--- src/rtl/rect_cyl_pkg.sv ---
// Shared constants, stage records and per-iteration helper functions for the
// rectangular-to-cylindrical converter (radius via integer sqrt, angle via CORDIC).
package rect_cyl_pkg;

  localparam int LATENCY   = 4;   // edges from input sample to matching output
  localparam int CORDIC_IT = 8;   // CORDIC vectoring iterations

  localparam int IN_W   = 8;      // x / y input width
  localparam int SQ_W   = 17;     // x*x + y*y
  localparam int RAD_W  = 18;     // radicand padded to an even bit count
  localparam int ROOT_W = 9;      // sqrt result bits
  localparam int REM_W  = 10;     // restoring remainder, always <= 2*root
  localparam int CW     = 10;     // CORDIC x/y datapath width
  localparam int ZW     = 16;     // CORDIC angle accumulator, degrees Q8.8

  // atan(2^-i) in degrees, Q8.8
  localparam logic [ZW-1:0] ATAN_DEG_Q8_8 [CORDIC_IT] = '{
    16'd11520, 16'd6801, 16'd3593, 16'd1824, 16'd916, 16'd458, 16'd229, 16'd115
  };

  // How the final angle is chosen; exact cases bypass the CORDIC result.
  typedef enum logic [1:0] {
    SEL_CORDIC = 2'd0,
    SEL_0      = 2'd1,
    SEL_45     = 2'd2,
    SEL_90     = 2'd3
  } theta_sel_e;

  // CORDIC stage record. x is a magnitude that only grows during vectoring
  // from the first quadrant, so it is kept unsigned (peaks near 594); y is
  // two's complement and stays within +/-256.
  typedef struct packed {
    logic [CW-1:0] x;
    logic [CW-1:0] y;
    logic [ZW-1:0] z;
    theta_sel_e    sel;
  } cordic_t;

  // Restoring square-root stage record; rad holds the radicand pairs not yet
  // consumed, left-aligned.
  typedef struct packed {
    logic [REM_W-1:0]  rem;
    logic [ROOT_W-1:0] root;
    logic [RAD_W-1:0]  rad;
  } sqrt_t;

  // Left shift that brings max(x,y) into 128..255; the ratio, and hence the
  // angle, is unchanged while small inputs gain CORDIC precision.
  function automatic logic [2:0] norm_shift(input logic [IN_W-1:0] m);
    logic [2:0] sh;
    casez (m)
      8'b1???????: sh = 3'd0;
      8'b01??????: sh = 3'd1;
      8'b001?????: sh = 3'd2;
      8'b0001????: sh = 3'd3;
      8'b00001???: sh = 3'd4;
      8'b000001??: sh = 3'd5;
      8'b0000001?: sh = 3'd6;
      default:     sh = 3'd7;
    endcase
    return sh;
  endfunction

  // One CORDIC vectoring micro-rotation, driving y toward zero.
  function automatic cordic_t cordic_step(input cordic_t c, input logic [2:0] i);
    cordic_t                r;
    logic signed [11:0]     xs, ys, xsh, ysh;
    logic [CW-1:0]          xn, yn;
    logic signed [ZW-1:0]   zn;
    xs  = {2'b00, c.x};
    ys  = {{2{c.y[CW-1]}}, c.y};
    xsh = xs >>> i;
    ysh = ys >>> i;
    if (c.y[CW-1]) begin
      xn = CW'(xs - ysh);
      yn = CW'(ys + xsh);
      zn = $signed(c.z) - $signed(ATAN_DEG_Q8_8[i]);
    end else begin
      xn = CW'(xs + ysh);
      yn = CW'(ys - xsh);
      zn = $signed(c.z) + $signed(ATAN_DEG_Q8_8[i]);
    end
    r     = c;
    r.x   = xn;
    r.y   = yn;
    r.z   = zn;
    return r;
  endfunction

  // Final two iterations; only the accumulated angle is needed afterwards.
  function automatic logic [ZW-1:0] cordic_last2(input cordic_t c);
    cordic_t c6;
    logic [ZW-1:0] z;
    c6 = cordic_step(c, 3'd6);
    if (c6.y[CW-1]) z = c6.z - ATAN_DEG_Q8_8[7];
    else            z = c6.z + ATAN_DEG_Q8_8[7];
    return z;
  endfunction

  // Round Q8.8 degrees to nearest integer and clamp to 0..90.
  function automatic logic [7:0] theta_round(input logic [ZW-1:0] z);
    logic signed [ZW-1:0] t;
    logic [7:0]           deg;
    t = $signed(z) + 16'sd128;
    t = t >>> 8;
    if (t < 16'sd0)       deg = 8'd0;
    else if (t > 16'sd90) deg = 8'd90;
    else                  deg = t[7:0];
    return deg;
  endfunction

  // One restoring square-root step: bring down the next radicand pair and
  // try to set the next root bit.
  function automatic sqrt_t isqrt_step(input sqrt_t s);
    sqrt_t       r;
    logic [11:0] rem_sh, trial;
    rem_sh = {s.rem, s.rad[RAD_W-1 -: 2]};
    trial  = {1'b0, s.root, 2'b01};
    r.rad  = {s.rad[RAD_W-3:0], 2'b00};
    if (rem_sh >= trial) begin
      r.rem  = REM_W'(rem_sh - trial);
      r.root = {s.root[ROOT_W-2:0], 1'b1};
    end else begin
      r.rem  = REM_W'(rem_sh);
      r.root = {s.root[ROOT_W-2:0], 1'b0};
    end
    return r;
  endfunction

  // Last three steps; only the root survives.
  function automatic logic [ROOT_W-1:0] isqrt_last3(input sqrt_t s);
    sqrt_t t;
    t = isqrt_step(isqrt_step(isqrt_step(s)));
    return t.root;
  endfunction

endpackage

--- src/rtl/rect_cyl_isqrt.sv ---
// Pipelined restoring integer square root of a 17-bit value: three result
// bits per stage over three registered stages, all stages gated by ena_i.
module rect_cyl_isqrt
  import rect_cyl_pkg::*;
(
  input  logic              clk_i,
  input  logic              rst_i,
  input  logic              ena_i,
  input  logic [SQ_W-1:0]   sq_i,
  output logic [ROOT_W-1:0] root_o
);

  sqrt_t             st0;
  sqrt_t             st1_d, st1_q;
  sqrt_t             st2_d, st2_q;
  logic [ROOT_W-1:0] root_d, root_q;

  // Stage steps: bits 8..6, 5..3, 2..0 of the root.
  always_comb begin
    st0.rem  = '0;
    st0.root = '0;
    st0.rad  = {1'b0, sq_i};
    st1_d    = isqrt_step(isqrt_step(isqrt_step(st0)));
    st2_d    = isqrt_step(isqrt_step(isqrt_step(st1_q)));
    root_d   = isqrt_last3(st2_q);
  end

  // Stage registers; synchronous active-high clear, hold when not enabled.
  always_ff @(posedge clk_i) begin
    if (rst_i) begin
      st1_q  <= '0;
      st2_q  <= '0;
      root_q <= '0;
    end else if (ena_i) begin
      st1_q  <= st1_d;
      st2_q  <= st2_d;
      root_q <= root_d;
    end
  end

  assign root_o = root_q;

endmodule

--- src/rtl/rect_cyl.sv ---
// First-quadrant rectangular-to-polar converter. Streaming, no handshake:
// a pair sampled on an enabled edge N is presented on uo_out/uio_out after
// enabled edge N+4; ena=0 freezes every stage, reset clears every stage.
module rect_cyl
  import rect_cyl_pkg::*;
(
  input  logic       clk,
  input  logic       rst_n,     // synchronous, active-high despite the name
  input  logic       ena,
  input  logic [7:0] ui_in,     // x
  input  logic [7:0] uio_in,    // y
  output logic [7:0] uo_out,    // r
  output logic [7:0] uio_out,   // theta, degrees
  output logic [7:0] uio_oe
);

  // Stage 0: raw inputs for the radius, normalised vector for the angle
  logic [IN_W-1:0]   x0_q, y0_q;
  cordic_t           c0_d, c0_q;
  logic [2:0]        sh0;
  logic [IN_W-1:0]   xn0, yn0;

  // Stages 1..3
  logic [SQ_W-1:0]   sq1;
  logic [ROOT_W-1:0] root3;
  cordic_t           c1_d, c1_q, c2_d, c2_q;
  logic [ZW-1:0]     z3_d, z3_q;
  theta_sel_e        sel3_q;

  // Output stage
  logic [7:0]        r_d, r_q, th_d, th_q;

  // Stage-0 capture: normalise for CORDIC and classify exact angles.
  always_comb begin
    sh0      = norm_shift(ui_in | uio_in);
    xn0      = ui_in << sh0;
    yn0      = uio_in << sh0;
    c0_d.x   = {2'b00, xn0};
    c0_d.y   = {2'b00, yn0};
    c0_d.z   = '0;
    c0_d.sel = SEL_CORDIC;
    if (uio_in == 8'd0)       c0_d.sel = SEL_0;
    else if (ui_in == 8'd0)   c0_d.sel = SEL_90;
    else if (ui_in == uio_in) c0_d.sel = SEL_45;
  end

  // Sum of squares feeding the square root pipeline.
  always_comb begin
    sq1 = {9'd0, x0_q} * {9'd0, x0_q} + {9'd0, y0_q} * {9'd0, y0_q};
  end

  rect_cyl_isqrt u_isqrt (
    .clk_i  (clk),
    .rst_i  (rst_n),
    .ena_i  (ena),
    .sq_i   (sq1),
    .root_o (root3)
  );

  // CORDIC iterations 0-2, 3-5 and 6-7 across stages 1..3.
  always_comb begin
    c1_d = cordic_step(cordic_step(cordic_step(c0_q, 3'd0), 3'd1), 3'd2);
    c2_d = cordic_step(cordic_step(cordic_step(c1_q, 3'd3), 3'd4), 3'd5);
    z3_d = cordic_last2(c2_q);
  end

  // Output stage: saturate the root, pick exact or rounded CORDIC angle.
  always_comb begin
    r_d = root3[ROOT_W-1] ? 8'hFF : root3[7:0];
    case (sel3_q)
      SEL_0:   th_d = 8'd0;
      SEL_45:  th_d = 8'd45;
      SEL_90:  th_d = 8'd90;
      default: th_d = theta_round(z3_q);
    endcase
  end

  // Pipeline registers; reset wins over ena.
  always_ff @(posedge clk) begin
    if (rst_n) begin
      x0_q   <= '0;
      y0_q   <= '0;
      c0_q   <= '0;
      c1_q   <= '0;
      c2_q   <= '0;
      z3_q   <= '0;
      sel3_q <= SEL_CORDIC;
      r_q    <= '0;
      th_q   <= '0;
    end else if (ena) begin
      x0_q   <= ui_in;
      y0_q   <= uio_in;
      c0_q   <= c0_d;
      c1_q   <= c1_d;
      c2_q   <= c2_d;
      z3_q   <= z3_d;
      sel3_q <= c2_q.sel;
      r_q    <= r_d;
      th_q   <= th_d;
    end
  end

  assign uo_out  = r_q;
  assign uio_out = th_q;
  assign uio_oe  = 8'hFF;

endmodule

--- config.mk ---
export PLATFORM = sky130hd
export DESIGN_NAME = rect_cyl
export DESIGN_NICKNAME = d
export VERILOG_FILES = /design/src/rtl/rect_cyl_pkg.sv /design/src/rtl/rect_cyl_isqrt.sv /design/src/rtl/rect_cyl.sv
export SDC_FILE = /design/constraint.sdc
export NUM_CORES = 1
export LEC_CHECK = 0
export BUFFER_PORTS_ARGS = -buffer_cell sky130_fd_sc_hd__buf_2
export CORE_MARGIN = 2
export CORE_UTILIZATION = 50
export DETAILED_ROUTE_END_ITERATION = 7
export MAX_ROUTING_LAYER = met4
export PLACE_DENSITY = 0.63
export SYNTH_ARGS = -nofsm -noshare
export SYNTH_HDL_FRONTEND = slang
export SYNTH_SLANG_ARGS = --single-unit
--- constraint.sdc ---
create_clock -name clk -period 9.5 [get_ports clk]
set_input_delay 1.425 -clock clk [delete_from_list [all_inputs] [get_ports clk]]
set_output_delay 1.425 -clock clk [all_outputs]
set_load 0.01 [all_outputs]
==> results summary <==
The tool flagged a number of max-cap violations equal to 0. In the finished design, the share of the clock period the worst path needs comes to 87.7%. At the worst endpoint, the arrival time is 8.67 ns. The cell area after technology mapping came out at 22100 um2. The number of port buffers came out at 33. After global routing the overflow that remains totals 0. The mean area per synthesized cell came out at 7.97 um2. The sum of negative setup slack is 0 ns. The buffers inserted during post-CTS setup optimization is 0. The number of enable flip-flop cells after synthesis came out at 0. Setup repair after global routing left no endpoint under its margin. By startpoint and endpoint, the worst setup path is classified as reg2reg. Relative to the synthesized area, the layout overhead comes to 5.16%.

After detailed placement, the design holds a cell count of 3307. The share of final-layout standard cells stronger than drive strength 1 came out at 4.62%. The CTS buffer count came out at 17. Among all flip-flop cells after synthesis, the most frequent one is dfxtp_1. The clock latency on the worst-skew pair came out at 0.49 ns. The clock slew at the register clock pins of the worst setup and hold paths is 0.07 ns. The number of top-level design ports is 43. After synthesis, the largest family of logic cells by area is adder cells.

The required time at the worst-slack endpoint is 9.83 ns. The fill cell instance count of the final layout is 4309. The layout net count is 3150. The fraction of synthesized cell area taken by the top area cell type is 17.3%.

The biggest area contributor in the post-synthesis netlist is ha_1. In this design, the critical path's most frequently occurring cell is fa_1. The wire length of the first global-routing pass came out at 86500 um. The hold violation total from the final report came out at 0. The count of vias placed by the detailed router is 18600. Counting flops and latches in the post-synthesis netlist gives 180. Of the total synthesized cell area, the portion taken by AND, OR, NAND and NOR gates is 19.0%. After legalization and detailed placement, the total HPWL measured 40600 um. The xor-xnor portion of the synthesized cell area came out at 8.71%. The flow ran to the end, and the final reports show no timing, DRC or antenna violations. Measured along the y axis, the die boundary spans 214 um.

The library cell used as clock root buffer is clkbuf_16. The complex-gate fraction of the synthesized area is 18.4%. Sequential cells were found to cover 16.3% of the synthesized design area. After the flow finishes, the layout carries non-filler instances totaling 3339. Dividing the detail-routed wire length by the instance count gives 15.2 um. The cell row count is 77. The gate count after technology mapping is 2771. Counting flops with an async set or reset pin after synthesis yields a share of 0%. The floorplan step defined a die boundary enclosing 45900 um2.

The number of pins exceeding their max-slew limit in the final report came out at 0. The number of warnings reported in the yosys synthesis log is 0. The deepest clock path buffer count came out at 2. After the first detailed-routing iteration, the DRC count stood at 1021. The worst clock skew on the final layout came out at 0.0171 ns. The share of synthesized area spent on multiplexers came out at 5.09%. The shortest clock period the worst path allows after layout is 8.34 ns. The H-tree generated during clock tree synthesis spans 4 levels. The number of antenna violations at the first check in global routing came to 0. The transition time at the pin with the least slew margin came out at 1.07 ns.

After layout, the worst setup slack is 1.16 ns. The largest stage delay on the critical path came out at 0.59 ns. The number of detailed-routing iterations run before antenna repair came out at 8. The number of nets with antenna violations after routing is 0.

Timing would allow up to 120 MHz. The total of hold buffers inserted after clock tree synthesis came out at 0. The antenna diode count is 0.

The post-detailed-routing wire length came out at 50900 um. The share of synthesized cell area in full adder, half adder and majority cells came out at 25.6%. The mean number of vias per cell is 5.57. For this design, the slowest cell found on the critical path is dfxtp_1. The number of global-route vias before repair was 17800.

The min-delay analysis places its worst path in the category reg2reg. STA classifies the critical path endpoint as a flop. At the end of routability-driven placement, the weighted congestion stood at 0.893. Yosys instantiated no cell more often than nor2_1. The number of instances resized during post-cts repair is 0. Yosys mapped the design onto 94 distinct sky130hd cell types. The startpoint kind of the worst setup timing path is a flop. The worst-case headroom to the max-slew limit is 28.1%. The CTS tree is built. In the global route stage, overall resource usage came out at 23.0%. The worst-path maximum fanout came out at 12. After detailed routing, the number of remaining DRC violations is 0.

The number of sinks on the clock net came out at 180. The x dimension of the die is 214 um. Setup violations remaining at the end of the flow were counted as 0. The worst setup slack before clock tree synthesis is 1.20 ns. The effective utilization at floorplan came out at 50.3%. Ranked by total cell area, the synthesized netlist is headed by ha_1 (17%), dfxtp_1 (16%), fa_1 (8.3%), xnor2_1 (6.0%), nor2_1 (5.7%). The maximum number of pins on one net before global-route repair came out at 105. In the synthesized netlist, the cells that appear most often are nor2_1 (335), ha_1 (305), inv_1 (283), dfxtp_1 (180), a21oi_1 (172). The final core utilization is 52.9%. The total area inside the core boundary comes to 43900 um2.
-- registers in the layout, indices dropped and copies added, names as in the netlist --
signal,count
uo_out,8
sel3_q,2
u_isqrt.st2_q,22
c2_q,31
u_isqrt.root_o,9
z3_q,9
x0_q,8
c0_q,18
c1_q,33
uio_out,7
u_isqrt.st1_q,25
y0_q,8
-- worst max-delay path: cells and delay by family, from the launching register on --
kind	cells	cell delay, ns
adder cells (fa/ha/maj)	9	4.10
AO/OA/AOI/OAI	9	2.36
AND/OR/NAND/NOR	4	0.82
flip-flops	1	0.59
XOR/XNOR	1	0.23
buffers and inverters	2	0.09
-- cell type report --
type,count,area [um2],area share (%)
clock buffer,20,457,1.97
clock inverter,12,115,0.496
inverter,287,1080,4.64
multi-input combinational,2208,17000,73.2
sequential,180,3600,15.5
tap,592,741,3.19
timing repair buffer,40,233,1.00
-- cells in the final DEF (no fill, tap or decap), types with 92 or more instances in the layout --
cell	synthesis	final
inv_1	283	283
mux2i_1	100	100
ha_1	305	305
dfxtp_1	180	180
fa_1	92	92
nand2_1	152	152
o21ai_0	94	94
a21oi_1	172	172
xnor2_1	152	152
nor2_1	335	335
-- logic make-up (layout without fill, tap and decap cells) --
| logic type | after synthesis | in the layout |
|---|---|---|
| mux | 111 | 111 |
| compound gates | 610 | 610 |
| other cells | 2 | 9 |
| fa+ha+maj | 397 | 397 |
| simple gates | 863 | 863 |
| buf+inv | 390 | 359 |
| xor+xnor | 218 | 218 |
| flops | 180 | 180 |
-- per-stage QoR --
stage	hold WS, ns	area (um2)
detailed placement	0.460	22700
global route	0.498	23200
global placement	0.455	22700
floorplan	0.434	22100
finish	0.470	23200
CTS	0.469	23200
-- layer usage --
metal / up-vias / GRT usage, % / part of all wire (%)
met4: 0 / 5.46 / 1.1
met3: 33 / 2.41 / 2.7
met1: 8711 / 30.8 / 50
met5: - / - / 0
li1: 9553 / - / -
met2: 293 / 37.4 / 46
-- path summary, 6_finish.rpt --
kind | end | cells past startpoint | slack (ns) | start
hold reg to reg | c0_q[1] | 2 | 0.47 | c0_q[1]
hold / removal | c0_q[1] | 2 | 0.47 | c0_q[1]
setup / recovery | u_isqrt.st1_q[36] | 25 | 1.16 | y0_q[2]
setup reg to reg | u_isqrt.st1_q[36] | 25 | 1.16 | y0_q[2]
Power is left out: the tool's default activity adds up to more than one toggle a clock period on the data nets, which glitch-free logic cannot reach.
